<file path="src/rtl/masked_xor_share_sequencer.sv">
// Operand sharing front-end and output capture stage for a 2-share masked XOR gate.
// Shares and fresh randomness come from a free-running 16-bit Fibonacci LFSR.
module masked_xor_share_sequencer #(
   parameter logic [15:0] SEED   = 16'hACE1,
   parameter int unsigned SETTLE = 2
) (
   input  logic        clk,
   input  logic        rst_n,
   input  logic        in_valid,
   output logic        in_ready,
   input  logic        a,
   input  logic        b,
   input  logic        seed_load,
   input  logic [15:0] seed_in,
   output logic        a0,
   output logic        a1,
   output logic        b0,
   output logic        b1,
   output logic        r0,
   output logic        r1,
   output logic        r2,
   input  logic        y0_in,
   input  logic        y1_in,
   output logic        out_valid,
   input  logic        out_ready,
   output logic        y0,
   output logic        y1
);

   localparam int unsigned LFSR_W = 16;
   localparam int unsigned CNT_W  = 4;

   typedef enum logic [1:0] {
      S_IDLE   = 2'd0,
      S_SETTLE = 2'd1,
      S_HOLD   = 2'd2
   } state_t;

   state_t              state_q, state_d;
   logic [CNT_W-1:0]    cnt_q, cnt_d;
   logic [LFSR_W-1:0]   lfsr_q;
   logic                fb;
   logic                accept_c;
   logic                capture_c;

   assign fb = lfsr_q[15] ^ lfsr_q[13] ^ lfsr_q[12] ^ lfsr_q[10];

   // LFSR steps every cycle; a reload takes priority and never leaves it at zero
   always_ff @(posedge clk or negedge rst_n) begin
      if (!rst_n) begin
         lfsr_q <= SEED;
      end else if (seed_load) begin
         lfsr_q <= (seed_in == '0) ? SEED : seed_in;
      end else begin
         lfsr_q <= {lfsr_q[LFSR_W-2:0], fb};
      end
   end

   // State and settle counter registers
   always_ff @(posedge clk or negedge rst_n) begin
      if (!rst_n) begin
         state_q <= S_IDLE;
         cnt_q   <= '0;
      end else begin
         state_q <= state_d;
         cnt_q   <= cnt_d;
      end
   end

   // Next-state, counter and datapath strobes
   always_comb begin
      state_d   = state_q;
      cnt_d     = cnt_q;
      accept_c  = 1'b0;
      capture_c = 1'b0;
      unique case (state_q)
         S_IDLE: begin
            if (in_valid) begin
               accept_c = 1'b1;
               cnt_d    = CNT_W'(SETTLE - 1);
               state_d  = S_SETTLE;
            end
         end
         S_SETTLE: begin
            if (cnt_q == '0) begin
               capture_c = 1'b1;
               state_d   = S_HOLD;
            end else begin
               cnt_d = cnt_q - CNT_W'(1);
            end
         end
         S_HOLD: begin
            if (out_ready) begin
               state_d = S_IDLE;
            end
         end
         default: state_d = S_IDLE;
      endcase
   end

   // Handshake outputs registered from the next state
   always_ff @(posedge clk or negedge rst_n) begin
      if (!rst_n) begin
         in_ready  <= 1'b1;
         out_valid <= 1'b0;
      end else begin
         in_ready  <= (state_d == S_IDLE);
         out_valid <= (state_d == S_HOLD);
      end
   end

   // Gate inputs only change on accept so they stay quiet through settle and hold
   always_ff @(posedge clk or negedge rst_n) begin
      if (!rst_n) begin
         a0 <= 1'b0;
         a1 <= 1'b0;
         b0 <= 1'b0;
         b1 <= 1'b0;
         r0 <= 1'b0;
         r1 <= 1'b0;
         r2 <= 1'b0;
      end else if (accept_c) begin
         a0 <= lfsr_q[0];
         a1 <= a ^ lfsr_q[0];
         b0 <= lfsr_q[1];
         b1 <= b ^ lfsr_q[1];
         r0 <= lfsr_q[2];
         r1 <= lfsr_q[3];
         r2 <= lfsr_q[4];
      end
   end

   // Output shares captured separately; never recombined here
   always_ff @(posedge clk or negedge rst_n) begin
      if (!rst_n) begin
         y0 <= 1'b0;
         y1 <= 1'b0;
      end else if (capture_c) begin
         y0 <= y0_in;
         y1 <= y1_in;
      end
   end

endmodule

</file>
<file path="config.mk">
export PLATFORM = sky130hd
export DESIGN_NAME = masked_xor_share_sequencer
export DESIGN_NICKNAME = d
export VERILOG_FILES = /design/src/rtl/masked_xor_share_sequencer.sv
export SDC_FILE = /design/constraint.sdc
export NUM_CORES = 1
export LEC_CHECK = 0
export ABC_AREA = 1
export CAP_MARGIN = 25
export CORE_AREA = 2 2 71 73
export DETAILED_ROUTE_END_ITERATION = 6
export DIE_AREA = 0 0 73 75
export PLACE_DENSITY = 0.57
export SLEW_MARGIN = 20
export SYNTH_ARGS = -nofsm -noshare
export SYNTH_HDL_FRONTEND = slang
export SYNTH_SLANG_ARGS = --single-unit
</file>
<file path="constraint.sdc">
create_clock -name clk -period 1.3 [get_ports clk]
set_clock_uncertainty 0.05 [all_clocks]
set_input_delay 0.26 -clock clk [delete_from_list [all_inputs] [get_ports clk]]
set_output_delay 0.26 -clock clk [all_outputs]
set_load 0.01 [all_outputs]
</file>
After elaboration in Yosys (flattened, before gate mapping)
Index checks and enable logic that the tools add are counted.
Word-level totals
  bits in latches: 0
  RAM bits: 0
  memories: 0
  memory bits (read-only): 0
  logic and storage cells: 44
  bits of input ports: 25
  register bits: 33
Cells by class
  mux-type cells: 13
  magnitude comparators: 0
  reductions and logical operators: 6
  bitwise gates (word level): 5
  equality and inequality tests: 5
  multiply operators: 0
  $add $sub $neg: 1
  shift operators: 0
  divide/modulo/power cells: 0
Operators by type and width (number)
  2-to-1 mux 16 bit: 2
  logical NOT 16 bit: 1
  2-to-1 mux 4 bit: 2
  one-hot mux 4 bit (2 select lines): 1
  2-to-1 mux 2 bit: 3
  one-hot mux 2 bit (3 select lines): 1
  XOR 1 bit: 5
  equality test 2 bit (second input constant): 2
  logical NOT 2 bit: 2
  logical NOT 4 bit: 1
  2-to-1 mux 1 bit: 4
  inequality test 2 bit (second input constant): 2
  subtractor 4 x 1 -> 4 bit (second input constant): 1
  AND reduction 3 bit: 1
  equality test 2 x 1 -> 1 bit (second input constant): 1
  nonzero test 2 bit: 1

Logic depth before layout (Yosys ltp)
  depth after elaboration: 4
  depth in mapped cells: 7

Least setup slack after synthesis
Ideal clock, no wire load.
  kind: register -> register
  start: reg cnt_q[0]
  end: reg cnt_q[3]
  clock period less this slack: 1.185 ns
  arrival: 1.006 ns
  setup slack: 0.115 ns
  path buffers: 0
  stages on the path, launching flop included: 6
  path through: dfrtp_1 inv_1 ha_1 nand2_1 a21oi_2 o21ai_0
On the way
  word-level cells in the longest chain between the ends: 3
RTL lines
  from (decl): RTL line 40  | logic [CNT_W-1:0] cnt_q, cnt_d;
  from (signal assigned): RTL line 66  | cnt_q <= cnt_d;
  subtractor 4 x 1 -> 4 bit / logical NOT 4 bit (equally long branches): RTL line 89, 85
  2-to-1 mux 4 bit / inequality test 2 bit (equally long branches)
  one-hot mux 4 bit (2 select lines) / AND reduction 3 bit (equally long branches)
Several ways; a longest one is shown, not always the timed one. The select of a mux whose other input is x is not followed.
A chain may end at the register's enable or synchronous reset.

Worst setup path in the final report
  start: reg a0
  end: out a0
RTL lines
  from (decl): RTL line 15  | output logic a0,
  from (signal assigned): RTL line 123  | a0 <= lfsr_q[0];
No word-level cell between the ends.

==> out/results.txt <==
crit start category: register
Slew HR: 77.6%
R2R Path Start: state_q[1]
Setup crit end kind: primary output
status: finished clean
initial antenna violation count: 0
gr usage total: 12.2%
Seq/Total Area, Yosys: 55.7%
Pwr Density: 1830 nW/µm²
Die H: 75 µm
vias: 1224
placed inst area: 2030 µm²
biggest regs: lfsr_q: 16 flops, cnt_q: 4 flops, state_q: 2 flops
Inst Count DP: 276
final hold violation count: 0
row cnt: 25
Synth-to-Final Area Change: 43.7%
fin crit period: 1.25 ns
CP top delay family: flip-flops
WL/cell: 10.5 µm
Netlist Area Pre-Place: 1500 µm²
# hold bufs at CTS: 0
worst slew pin tran: 0.335 ns
Clock Sinks: 33
io pins: 36
Post-Route Setup TNS: 0 ns
fin cells: 284
Initial DRT Pass Iterations: 4
wirelength, routed: 2970 µm
first-pass GRT wire length: 5040 µm
core area: 4660 µm²
post-CTS sizing: 14
Vias per Instance: 4.31
average size of a mapped cell: 8.59 µm²
Max Fclk: 799 MHz
share of layout cells above drive strength 1: 23.5%
simple logic cell fraction of the synthesized area: 24.1%
Critical path origin: a0
hpwl dp: 2260 µm
Fillers: 475
clock slew at reported path FFs: 0.07 ns
setup violators final: 0
min-delay worst type: in2async
DIE AREA: 5480 µm²
Clock Tree Root: clkbuf_8
setup fix buffers added after clock tree synthesis: 0
Synth Register Bits: 33
Leak: 0.00104 µW
largest reg by FF count: lfsr_q
initial core utilization: 32.2%
Netlist cell types: 23
clock tree buffer depth: 2
Die X-Extent: 73 µm
CTS tree: built
Largest register FFs: 16
pin count of the biggest net entering global routing: 34
critical path's slowest cell: dfrtp_1
DR iter-0 viols: 38
final clock period utilization by the worst path: 96.3%
synthesized-area fraction occupied by adder cells: 1.67%
main combinational cell family by area after synthesis: simple AND/OR/NAND/NOR gates
crit path cell chain: dlygate4sd2_1
Antenna Cells: 0
yosys warns: 0
Inserted Clock Buffers: 5
max-cap violations: 0
Max rail drop VDD: 0.534 mV
required time of the critical path: 0.99 ns
vias in the first global route: 1188
global placement routability congestion: 0.737
H-tree depth: 2
XOR/XNOR Fraction of Synth Area: 1.75%
Routed Antenna Nets: 0
Max stage delay on crit path: 0.38 ns
Util after Layout: 46.3%
Nets: 256
mux contribution to synthesized area: 0%
Mapped Nets: 202
final number of max-transition violations: 0
Synth Instances: 175
Worst-Skew Late Latency: 0.28 ns
DRC viols: 0
CP arrival: 0.94 ns
grt total ovfl: 0
CP Class: reg2out
Worst Path Buf+Inv: 1
PortBufs: 35
Total Power: 3950 µW
Synth Area in Compound Gates: 11.1%
worst-path maximum fanout: 2
design area: 2160 µm²
==> placed cells by master, fill, tap and decap left out, drive strengths merged <==
master / n
inv: 17
dlygate4sd2: 10
clkdlybuf4s50: 24
nand3: 5
o31ai: 2
nor2: 33
xor2: 1
xnor2: 2
dfstp: 9
buf: 17
a21oi: 9
nand2: 50
o21ai: 16
clkbuf: 7
nor3: 1
ha: 2
dfrtp: 24
bufinv: 1
==> power by group <==
group          internal [µW]  switching, µW
registers               1340            151
logic                    676            782
clock network            625            368
total                   2650           1300
==> cell type report <==
type                       count  area [µm²]  share of cell area, %
tap                           54        67.6                   3.13
clock inverter                 1        30.0                   1.39
sequential                    33         837                   38.8
timing repair buffer          51         465                   21.6
multi-input combinational    121         609                   28.2
clock buffer                   7        86.3                   4.00
inverter                      17        63.8                   2.95
==> cell families after synthesis <==
logic type | Yosys count
AOI/OAI and AO/OA | 27
xor gates and xnor gates | 3
adders and majority gates | 2
buffers and inverters | 21
DFF | 33
and+or+nand+nor | 89
==> metrics by stage <==
step                      setup slack (ns)  hold slack, ns
final                               0.0482           0.289
after global routing            -0.0000808           0.307
after CTS                           0.0187           0.291
after detailed placement            -0.227           0.399
after global placement              -0.243           0.383
after floorplan                      0.115         -0.0856
==> metal layers <==
metal	global-route usage, %	share of wire (%)	vias to the layer above
li1	-	-	652
met1	15.3	48	543
met3	4.02	4.2	2
met5	0	0	-
met4	4.32	0.57	0
met2	19.7	47	27
==> synth_stat cells <==
cell type / n / area share, %
a21oi_1: 8 / 2.7
dfrtp_1: 24 / 40
buf_6: 1 / 0.75
xor2_1: 1 / 0.58
a21oi_2: 1 / 0.58
nand2_2: 2 / 0.83
nor2_4: 1 / 0.75
o31ai_1: 2 / 1.0
ha_1: 2 / 1.7
nor2_1: 31 / 7.7
o21ai_2: 6 / 3.5
nand3_1: 4 / 1.3
dfstp_2: 9 / 16
nand3_2: 1 / 0.67
o21ai_1: 1 / 0.33
nor2_2: 1 / 0.42
o21ai_0: 9 / 3.0
xnor2_1: 2 / 1.2
nor3_1: 1 / 0.33
inv_1: 15 / 3.7
inv_2: 2 / 0.50
nand2_1: 48 / 12
clkbuf_1: 3 / 0.75
==> path summary, 6_finish.rpt <==
kind | endpoint | slack [ns] | depth (start not counted)
setup / recovery | a0 | 0.05 | 1
hold / removal | out_valid | 0.29 | 2
setup reg to reg | in_ready | 0.09 | 5
hold reg to reg | lfsr_q[9] | 0.40 | 2
max in group asynchronous | lfsr_q[0] | 0.67 | 2
min in group clk | lfsr_q[9] | 0.40 | 2
Power figures use the tool's default switching activity.
